<file path="src/rtl/mvc_pkg.sv">
// Shared types and constants for the mvc transaction monitor and its checker.
package mvc_pkg;

    localparam int MVC_DATA_W     = 32;
    localparam int MVC_TS_W       = 32;
    localparam int MVC_MAX_BEATS  = 256;
    localparam int MVC_BEATS_W    = $clog2(MVC_MAX_BEATS + 1);
    localparam int MVC_FIFO_DEPTH = 8;
    localparam int MVC_DROP_CNT_W = 16;

    typedef struct packed {
        logic [MVC_TS_W-1:0]    start_ts;
        logic [MVC_BEATS_W-1:0] beats;
        logic [MVC_DATA_W-1:0]  csum;
        logic                   err;
    } mvc_txn_desc_t;

    typedef enum logic [0:0] {
        MVC_IDLE   = 1'b0,
        MVC_ACTIVE = 1'b1
    } mvc_mon_state_e;

    function automatic logic [MVC_DROP_CNT_W-1:0] mvc_sat_inc(input logic [MVC_DROP_CNT_W-1:0] v);
        return (v == {MVC_DROP_CNT_W{1'b1}}) ? v : v + MVC_DROP_CNT_W'(1);
    endfunction

endpackage

</file>
<file path="src/rtl/mvc_sync_fifo.sv">
// Generic synchronous FIFO with a registered head-of-queue output; a push is
// accepted while full when a pop happens in the same cycle.
module mvc_sync_fifo #(
    parameter int WIDTH = 8,
    parameter int DEPTH = 8
) (
    input  logic             clk,
    input  logic             rst,
    input  logic             push,
    input  logic [WIDTH-1:0] din,
    output logic             full,
    input  logic             pop,
    output logic [WIDTH-1:0] dout,
    output logic             empty
);

    localparam int AW = $clog2(DEPTH);
    localparam int CW = $clog2(DEPTH + 1);

    logic [WIDTH-1:0] mem [DEPTH];
    logic [AW-1:0]    wr_ptr;
    logic [AW-1:0]    rd_ptr;
    logic [AW-1:0]    rd_ptr_nxt;
    logic [CW-1:0]    count;
    logic [CW-1:0]    count_nxt;
    logic [CW-1:0]    remain;
    logic             do_push;
    logic             do_pop;

    assign full    = (count == CW'(DEPTH));
    assign do_pop  = pop && !empty;
    assign do_push = push && (!full || do_pop);

    always_comb begin
        rd_ptr_nxt = rd_ptr + AW'(do_pop);
        remain     = count - CW'(do_pop);
        count_nxt  = remain + CW'(do_push);
    end

    always_ff @(posedge clk) begin
        if (do_push) begin
            mem[wr_ptr] <= din;
        end
    end

    // The head register is refilled from storage, or straight from din when
    // the queue would otherwise be empty, so dout is valid the cycle after a push.
    always_ff @(posedge clk) begin
        if (rst) begin
            wr_ptr <= '0;
            rd_ptr <= '0;
            count  <= '0;
            empty  <= 1'b1;
            dout   <= '0;
        end else begin
            wr_ptr <= wr_ptr + AW'(do_push);
            rd_ptr <= rd_ptr_nxt;
            count  <= count_nxt;
            empty  <= (count_nxt == CW'(0));
            if (count_nxt != CW'(0)) begin
                dout <= (remain == CW'(0)) ? din : mem[rd_ptr_nxt];
            end
        end
    end

endmodule

</file>
<file path="src/rtl/mvc_txn_monitor.sv">
// Passive valid/ready stream monitor: folds beats into per-transaction
// descriptors (start time, beat count, XOR checksum, error) and queues them.
module mvc_txn_monitor
    import mvc_pkg::*;
#(
    parameter int DATA_W    = MVC_DATA_W,
    parameter int DEPTH     = MVC_FIFO_DEPTH,
    parameter int MAX_BEATS = MVC_MAX_BEATS,
    parameter int TS_W      = MVC_TS_W
) (
    input  logic                      clk,
    input  logic                      rst,
    input  logic                      mon_valid,
    input  logic                      mon_ready,
    input  logic [DATA_W-1:0]         mon_data,
    input  logic                      mon_last,
    output logic                      out_valid,
    input  logic                      out_ready,
    output mvc_txn_desc_t             out_desc,
    output logic [MVC_DROP_CNT_W-1:0] drop_cnt,
    output logic                      ovf_flag
);

    localparam int BW = $clog2(MAX_BEATS + 1);

    mvc_mon_state_e state;
    mvc_mon_state_e state_nxt;

    logic [TS_W-1:0]   ts;
    logic [TS_W-1:0]   acc_ts;
    logic [TS_W-1:0]   acc_ts_nxt;
    logic [BW-1:0]     acc_beats;
    logic [BW-1:0]     acc_beats_nxt;
    logic [DATA_W-1:0] acc_csum;
    logic [DATA_W-1:0] acc_csum_nxt;
    logic              acc_err;
    logic              acc_err_nxt;

    logic              beat;
    logic              at_max;
    logic              push;
    logic              pop;
    logic              drop;
    logic              fifo_full;
    logic              fifo_empty;
    mvc_txn_desc_t     push_desc;

    assign beat   = mon_valid && mon_ready;
    assign at_max = (acc_beats == BW'(MAX_BEATS));

    // The descriptor pushed on a last beat is exactly the updated accumulator,
    // so single-beat and multi-beat transactions share one build path.
    always_comb begin
        state_nxt     = state;
        acc_ts_nxt    = acc_ts;
        acc_beats_nxt = acc_beats;
        acc_csum_nxt  = acc_csum;
        acc_err_nxt   = acc_err;
        push          = 1'b0;
        case (state)
            MVC_IDLE: begin
                if (beat) begin
                    acc_ts_nxt    = ts;
                    acc_beats_nxt = BW'(1);
                    acc_csum_nxt  = mon_data;
                    acc_err_nxt   = 1'b0;
                    if (mon_last) begin
                        push = 1'b1;
                    end else begin
                        state_nxt = MVC_ACTIVE;
                    end
                end
            end
            MVC_ACTIVE: begin
                if (beat) begin
                    acc_beats_nxt = at_max ? acc_beats : acc_beats + BW'(1);
                    acc_err_nxt   = acc_err || at_max;
                    acc_csum_nxt  = acc_csum ^ mon_data;
                    if (mon_last) begin
                        push      = 1'b1;
                        state_nxt = MVC_IDLE;
                    end
                end
            end
            default: state_nxt = MVC_IDLE;
        endcase
    end

    always_comb begin
        push_desc          = '0;
        push_desc.start_ts = MVC_TS_W'(acc_ts_nxt);
        push_desc.beats    = MVC_BEATS_W'(acc_beats_nxt);
        push_desc.csum     = MVC_DATA_W'(acc_csum_nxt);
        push_desc.err      = acc_err_nxt;
    end

    assign out_valid = !fifo_empty;
    assign pop       = out_valid && out_ready;
    assign drop      = push && fifo_full && !pop;

    always_ff @(posedge clk) begin
        if (rst) begin
            ts        <= '0;
            state     <= MVC_IDLE;
            acc_ts    <= '0;
            acc_beats <= '0;
            acc_csum  <= '0;
            acc_err   <= 1'b0;
            drop_cnt  <= '0;
            ovf_flag  <= 1'b0;
        end else begin
            ts        <= ts + TS_W'(1);
            state     <= state_nxt;
            acc_ts    <= acc_ts_nxt;
            acc_beats <= acc_beats_nxt;
            acc_csum  <= acc_csum_nxt;
            acc_err   <= acc_err_nxt;
            if (drop) begin
                drop_cnt <= mvc_sat_inc(drop_cnt);
                ovf_flag <= 1'b1;
            end
        end
    end

    mvc_sync_fifo #(
        .WIDTH ($bits(mvc_txn_desc_t)),
        .DEPTH (DEPTH)
    ) u_desc_fifo (
        .clk   (clk),
        .rst   (rst),
        .push  (push),
        .din   (push_desc),
        .full  (fifo_full),
        .pop   (pop),
        .dout  (out_desc),
        .empty (fifo_empty)
    );

endmodule

</file>
<file path="config.mk">
export PLATFORM = sky130hd
export DESIGN_NAME = mvc_txn_monitor
export DESIGN_NICKNAME = d
export VERILOG_FILES = /design/src/rtl/mvc_pkg.sv /design/src/rtl/mvc_sync_fifo.sv /design/src/rtl/mvc_txn_monitor.sv
export SDC_FILE = /design/constraint.sdc
export NUM_CORES = 1
export LEC_CHECK = 0
export CAP_MARGIN = 20
export CELL_PAD_IN_SITES_DETAIL_PLACEMENT = 1
export CELL_PAD_IN_SITES_GLOBAL_PLACEMENT = 1
export CORE_UTILIZATION = 53
export CTS_BUF_LIST = sky130_fd_sc_hd__clkbuf_8
export DETAILED_ROUTE_END_ITERATION = 8
export PLACE_DENSITY = 0.93
export SLEW_MARGIN = 20
export SYNTH_ARGS = -nofsm -noshare
export SYNTH_HDL_FRONTEND = slang
export SYNTH_SLANG_ARGS = --single-unit
export TNS_END_PERCENT = 10
</file>
<file path="constraint.sdc">
create_clock -name clk -period 9.1 [get_ports clk]
set_input_delay 1.82 -clock clk [delete_from_list [all_inputs] [get_ports clk]]
set_output_delay 1.82 -clock clk [all_outputs]
set_load 0.03 [all_outputs]
</file>
After elaboration in Yosys (flattened, before gate mapping). Memories as Yosys holds them, arrays and structs flattened. Cells that the tools add are included.

Register bits: 209. RAM bits: 592. Output and inout port bits: 92. Logic and storage cells: 63. Memories: 1.

Add/subtract/negate cells: 7. Eq/ne operators: 3. Mux-type cells: 21. Bitwise gates (word level): 3. Reductions and logical operators: 15.

Memories: u_desc_fifo.mem (words 8, bits a word 74, read ports 1, clocked after Yosys merged registers in 0, wr ports 1, line mvc_sync_fifo.sv:20) `logic [WIDTH-1:0] mem [DEPTH];`.

Operator list (number): $mux 32 (4); $mux 74 (1); $pmux 32 s2 (1); $add 32x1->32 const B (1); $xor 32x32->32 (1); $mux 9 (3); $pmux 9 s2 (1); $add 16x1->16 const B (1); $eq 16x16->1 const B (1); $add 9x1->9 const B (1); $eq 9x9->1 const B (1); $mux 1 (9); $logic_not 4->1 (2); $add 3x1->3 (2); $logic_and 1x1->1 (6); $add 4x1->4 (1); $eq 4x4->1 const B (1); $pmux 1 s2 (2); $reduce_bool 4->1 (1); $sub 4x1->4 (1); $logic_not 1->1 (3); $logic_or 1x1->1 (2); $not 1->1 (2); $reduce_and 2->1 (1).

Longest topological paths before layout.
Depth in word-level cells: 7. Gate-level depth with buffers: 12. Gate-level depth less buffers: 10.

Hierarchy. From an unflattened synthesis, not the netlist that was laid out.

Cells, all modules: 2364. Area total of the unflattened synthesis: 32850.3 µm².

Modules (own cells, without submodules): mvc_sync_fifo (times used 1, cells each 1683, area each 26984.6 µm², seq. area each 19478.7 µm²); mvc_txn_monitor (times used 1, cells each 681, area each 5865.6 µm², seq. area each 2482.4 µm²).

Least setup slack after synthesis. No wires, ideal clock.

Kind: input port to flip-flop. Start: input port mon_valid. End: memory u_desc_fifo.mem[0][0] in the netlist's numbering (enable). Library setup time: 0.597 ns. Arrival time: 7.744 ns. Data required time: 8.503 ns. Path slack: 0.759 ns. Cell stages on the path: 7. Cell sequence: and2_0 > clkbuf_1 > buf_2 > nand2_1 > a31oi_1 > nand2b_1 > nor3_1.

Word-level cells in the longest chain between the ends: 5.

RTL lines: start, declared (line mvc_txn_monitor.sv:13) `input logic mon_valid,`; $logic_and 1x1->1 (line mvc_txn_monitor.sv:48) `assign beat = mon_valid && mon_ready;`; $mux 1 (line mvc_txn_monitor.sv:62, mvc_txn_monitor.sv:75); $logic_and 1x1->1 (line mvc_sync_fifo.sv:32) `assign do_push = push && (!full || do_pop);`; $mux 1 (line mvc_sync_fifo.sv:41) `if (do_push) begin`; $mux 1 (not written as such) (line mvc_sync_fifo.sv:42) `mem[wr_ptr] <= din;`; end, declared (line mvc_sync_fifo.sv:20).

Every way passes these cells.

Worst setup path in the final report.
Start: input port out_ready. End: register u_desc_fifo.dout[34].

Elaborated cells on any way between the ends: 11.

RTL lines: start, declared (line mvc_txn_monitor.sv:18) `input logic out_ready,`; $logic_and 1x1->1 (line mvc_txn_monitor.sv:98) `assign pop = out_valid && out_ready;`; $logic_and 1x1->1 (line mvc_sync_fifo.sv:31) `assign do_pop = pop && !empty;`; $add 3x1->3 (line mvc_sync_fifo.sv:35) `rd_ptr_nxt = rd_ptr + AW'(do_pop);`; named net u_desc_fifo.rd_ptr_nxt[1] (line mvc_sync_fifo.sv:23) `logic [AW-1:0] rd_ptr_nxt;`; $mem_v2 8x74; $mux 74 (line mvc_sync_fifo.sv:61) `dout <= (remain == CW'(0)) ? din : mem[rd_ptr_nxt];`; end signal, assigned (line mvc_sync_fifo.sv:61); end, declared (line mvc_sync_fifo.sv:13) `output logic [WIDTH-1:0] dout,`.

The timed path passes the listed nets, and every way through them passes these cells. A chain may end at the register's enable or synchronous reset.

==> results.cfg <==
[sta]
finalCritPeriodShare_pct = 61.0
tightest_slew_ns = 1.16
fin_crit_ns = 5.55
finalSetupViolations = 0
final.setup.tns_ns = 0
rsz0062_at_grt = no
fmax_ghz = 0.180
clock_skew_ns = 0.0355
report.final.slew_viol_count = 0
slew_headroom_pct = 22.7
hold_viol = 0
fin_hold_ws_ns = 0.452

[grt]
grtUsageMet2_pct = 56.2
grt_use_total_pct = 33.5
grt-busiest-layer = met2
grt_pass1_wl_um = 148000
grt_use_met1_pct = 40.6
grt_pass1_vias = 22671
grt_start_max_net_pins = 115
grt_overflow = 0
globalRouteMet3Util_pct = 6.66
antenna_found_initial = 2

[finish]
fin_util_pct = 62.0
regArea_um2 = 22000
drive_above_1_share_pct = 15.6
area_growth_pct = 14.7
multiInputGateArea_um2 = 8640
fin_cells = 3108
nFillCells = 5277
nNetsFinal = 2286

[cts]
clkTransAtPathRegs_ns = 0.07
cts_buffer_depth = 3
clk_latency_ns = 0.76
clock_sinks = 801
cts-root-buf = clkbuf_8
cts_max_level = 3
cts_tree = built
ctsResizeCount = 0
cts_buffers = 119
hold_buffers = 0
cts_setup_buffers = 0

[die]
dieArea_um2 = 60200
die_x_um = 245
die_y_um = 245
start_util_pct = 54.0
coreArea_um2 = 58100
io_pins = 130
rows = 88

[yosys]
synth_edf_count = 592
synthFlopType = edfxtp_1
ys_ff_latch = 801
synth_cells = 2084
synthArstFlopShare_pct = 0
netlist_area_um2 = 31400
yosysWarningCount = 0
ys_seq_area_share_pct = 69.9
synth_cell_types = 67
syn_area_per_cell_um2 = 15.1
syn-num-nets = 2134

[setup_path]
arrival_ns = 6.18
worstSetupEndpointType = flip-flop
crit_type = in2reg
ff2ff_path_depth = 9
crit_fanout = 67
startpoint_type = input port
cp.required_ns = 9.73

[placed_design]
place_congestion = 0.763
dp_hpwl_um = 50500
portBuffers = 129
placed_cells = 2880

[drt]
wl_per_cell_um = 32.1
drc = 0
first_iter_violations = 2594
firstDrtPassIters = 6
vias_per_cell = 6.70
drtAntennaViolNets = 0
routed-via-count = 20814
drt-total-wl_um = 99800

[power_and_ir_drop]
peakVddDrop_uv = 245
powerDensity_nw_per_um2 = 285
p_leak_uw = 0.0129

[worst_hold_path]
holdCritPathClass = reg2reg
hold_depth = 2

[flow_run]
max_cap_viol_count = 0

[outcome]
outcome = finished, final reports clean
[state kept, by name (all words and copies together) (netlist names), named ones only]
register,cells
ovf_flag,1
u_desc_fifo.mem,592
u_desc_fifo.count,4
drop_cnt,16
acc_csum,32
acc_beats,9
acc_ts,32
ts,32
u_desc_fifo.dout,74
u_desc_fifo.empty,1
u_desc_fifo.wr_ptr,3
u_desc_fifo.rd_ptr,3
acc_err,1
[power by group]
group          switching, µW  total, µW  internal (µW)
clock                   1540       3280           1740
sequential               128       4180           4050
combinational           1780       2810           1020
[critical path, stage by stage]
cell,delay (ns)
clkdlybuf4s50_1,0.41
nand2b_1,0.14
inv_1,0.11
ha_4,0.17
ha_4,0.98
clkinv_1,1.02
nand2_1,0.60
a21oi_1,0.08
or4_1,0.45
a32o_1,0.29
[metrics by stage]
stage	cell area, µm²	total power, µW	setup slack, ns
3_5_place_dp	33400	6870	3.01
3_3_place_gp	33400	6690	3.15
5_1_grt	36000	10500	3.47
2_1_floorplan	31400	6000	0.759
6_report	36000	10300	3.55
4_1_cts	36000	10200	3.74
[worst paths after layout]
| kind | startpoint | endpoint | slack, ns |
|---|---|---|---|
| max | out_ready | u_desc_fifo.dout[34]$_SDFFE_PP0P_ | 3.55 |
| min | ovf_flag$_SDFFE_PP0P_ | ovf_flag$_SDFFE_PP0P_ | 0.45 |
| max reg2reg | u_desc_fifo.empty$_SDFF_PP1_ | u_desc_fifo.dout[34]$_SDFFE_PP0P_ | 4.66 |
| min reg2reg | ovf_flag$_SDFFE_PP0P_ | ovf_flag$_SDFFE_PP0P_ | 0.45 |
[final cells by class]
| class | instances | share of cell area [%] |
|---|---|---|
| inverters | 92 | 0.959 |
| diodes | 2 | 0.0139 |
| repair buffers | 156 | 4.21 |
| multi-input cells | 1066 | 24.0 |
| flip-flops and latches | 801 | 61.0 |
| well taps | 765 | 2.66 |
| clock inverters | 90 | 1.99 |
| clock buffers | 136 | 5.20 |
[cell usage in the layout, fill, tap and decap left out, types with 5 or more instances in the layout]
master,netlist,final
inv_1,90,126
mux2i_1,46,46
clkdlybuf4s50_1,0,128
xnor2_1,30,29
nand2b_1,7,7
clkinv_2,0,20
clkinv_1,1,19
ha_1,12,10
nor4_1,9,9
nand4_1,11,11
a32o_1,58,58
nand3_1,91,91
edfxtp_1,592,592
o22ai_1,14,14
mux2_2,13,13
a2bb2oi_1,12,12
a21oi_1,52,52
nand2_1,230,230
or3_1,9,9
xor2_1,9,8
nor3_1,22,20
o2bb2ai_1,14,14
nor2b_1,15,14
buf_4,4,26
and4_1,7,7
and3_1,5,5
bufinv_16,0,13
nor2_1,167,160
o21ai_0,8,8
a311o_1,32,32
clkbuf_8,0,136
a211oi_1,5,5
dfxtp_1,209,209
mux4_2,127,127
a31oi_1,12,12
a22o_1,5,5
nor2_4,0,7
[cells in the mapped netlist (7+ instances only)]
cell / count / area [µm²]
edfxtp_1: 592 / 17800
nand2_1: 230 / 863
dfxtp_1: 209 / 4180
nor2_1: 167 / 627
mux4_2: 127 / 2860
nand3_1: 91 / 455
inv_1: 90 / 338
clkbuf_1: 70 / 263
a32o_1: 58 / 581
a21oi_1: 52 / 260
mux2i_1: 46 / 460
buf_2: 38 / 190
a311o_1: 32 / 320
xnor2_1: 30 / 263
nor3_1: 22 / 110
nor2b_1: 15 / 93.8
o22ai_1: 14 / 87.6
o2bb2ai_1: 14 / 123
mux2_2: 13 / 146
a2bb2oi_1: 12 / 105
a31oi_1: 12 / 75.1
ha_1: 12 / 150
nand4_1: 11 / 68.8
nor4_1: 9 / 56.3
or3_1: 9 / 56.3
xor2_1: 9 / 78.8
o21ai_0: 8 / 40.0
and4_1: 7 / 61.3
buf_6: 7 / 78.8
nand2b_1: 7 / 43.8
[logic make-up (layout without fill, tap and decap cells)]
family / Yosys count / in the layout / synth area share (%)
flip-flops: 801 / 801 / 69.9
AND/OR/NAND/NOR: 597 / 597 / 8.54
AO/OA/AOI/OAI: 231 / 231 / 5.90
buffers and inverters: 217 / 474 / 2.96
multiplexers: 186 / 186 / 11.0
XOR/XNOR: 40 / 40 / 1.18
adder cells (fa/ha/maj): 12 / 12 / 0.478
other: 0 / 2 / 0
[layer usage]
layer | share of wire, % | vias up
li1 | - | 8234
met1 | 36 | 10652
met2 | 50 | 1561
met3 | 9.3 | 367
met4 | 4.7 | 0
met5 | 0 | -
(Power assumes the default switching activity.)
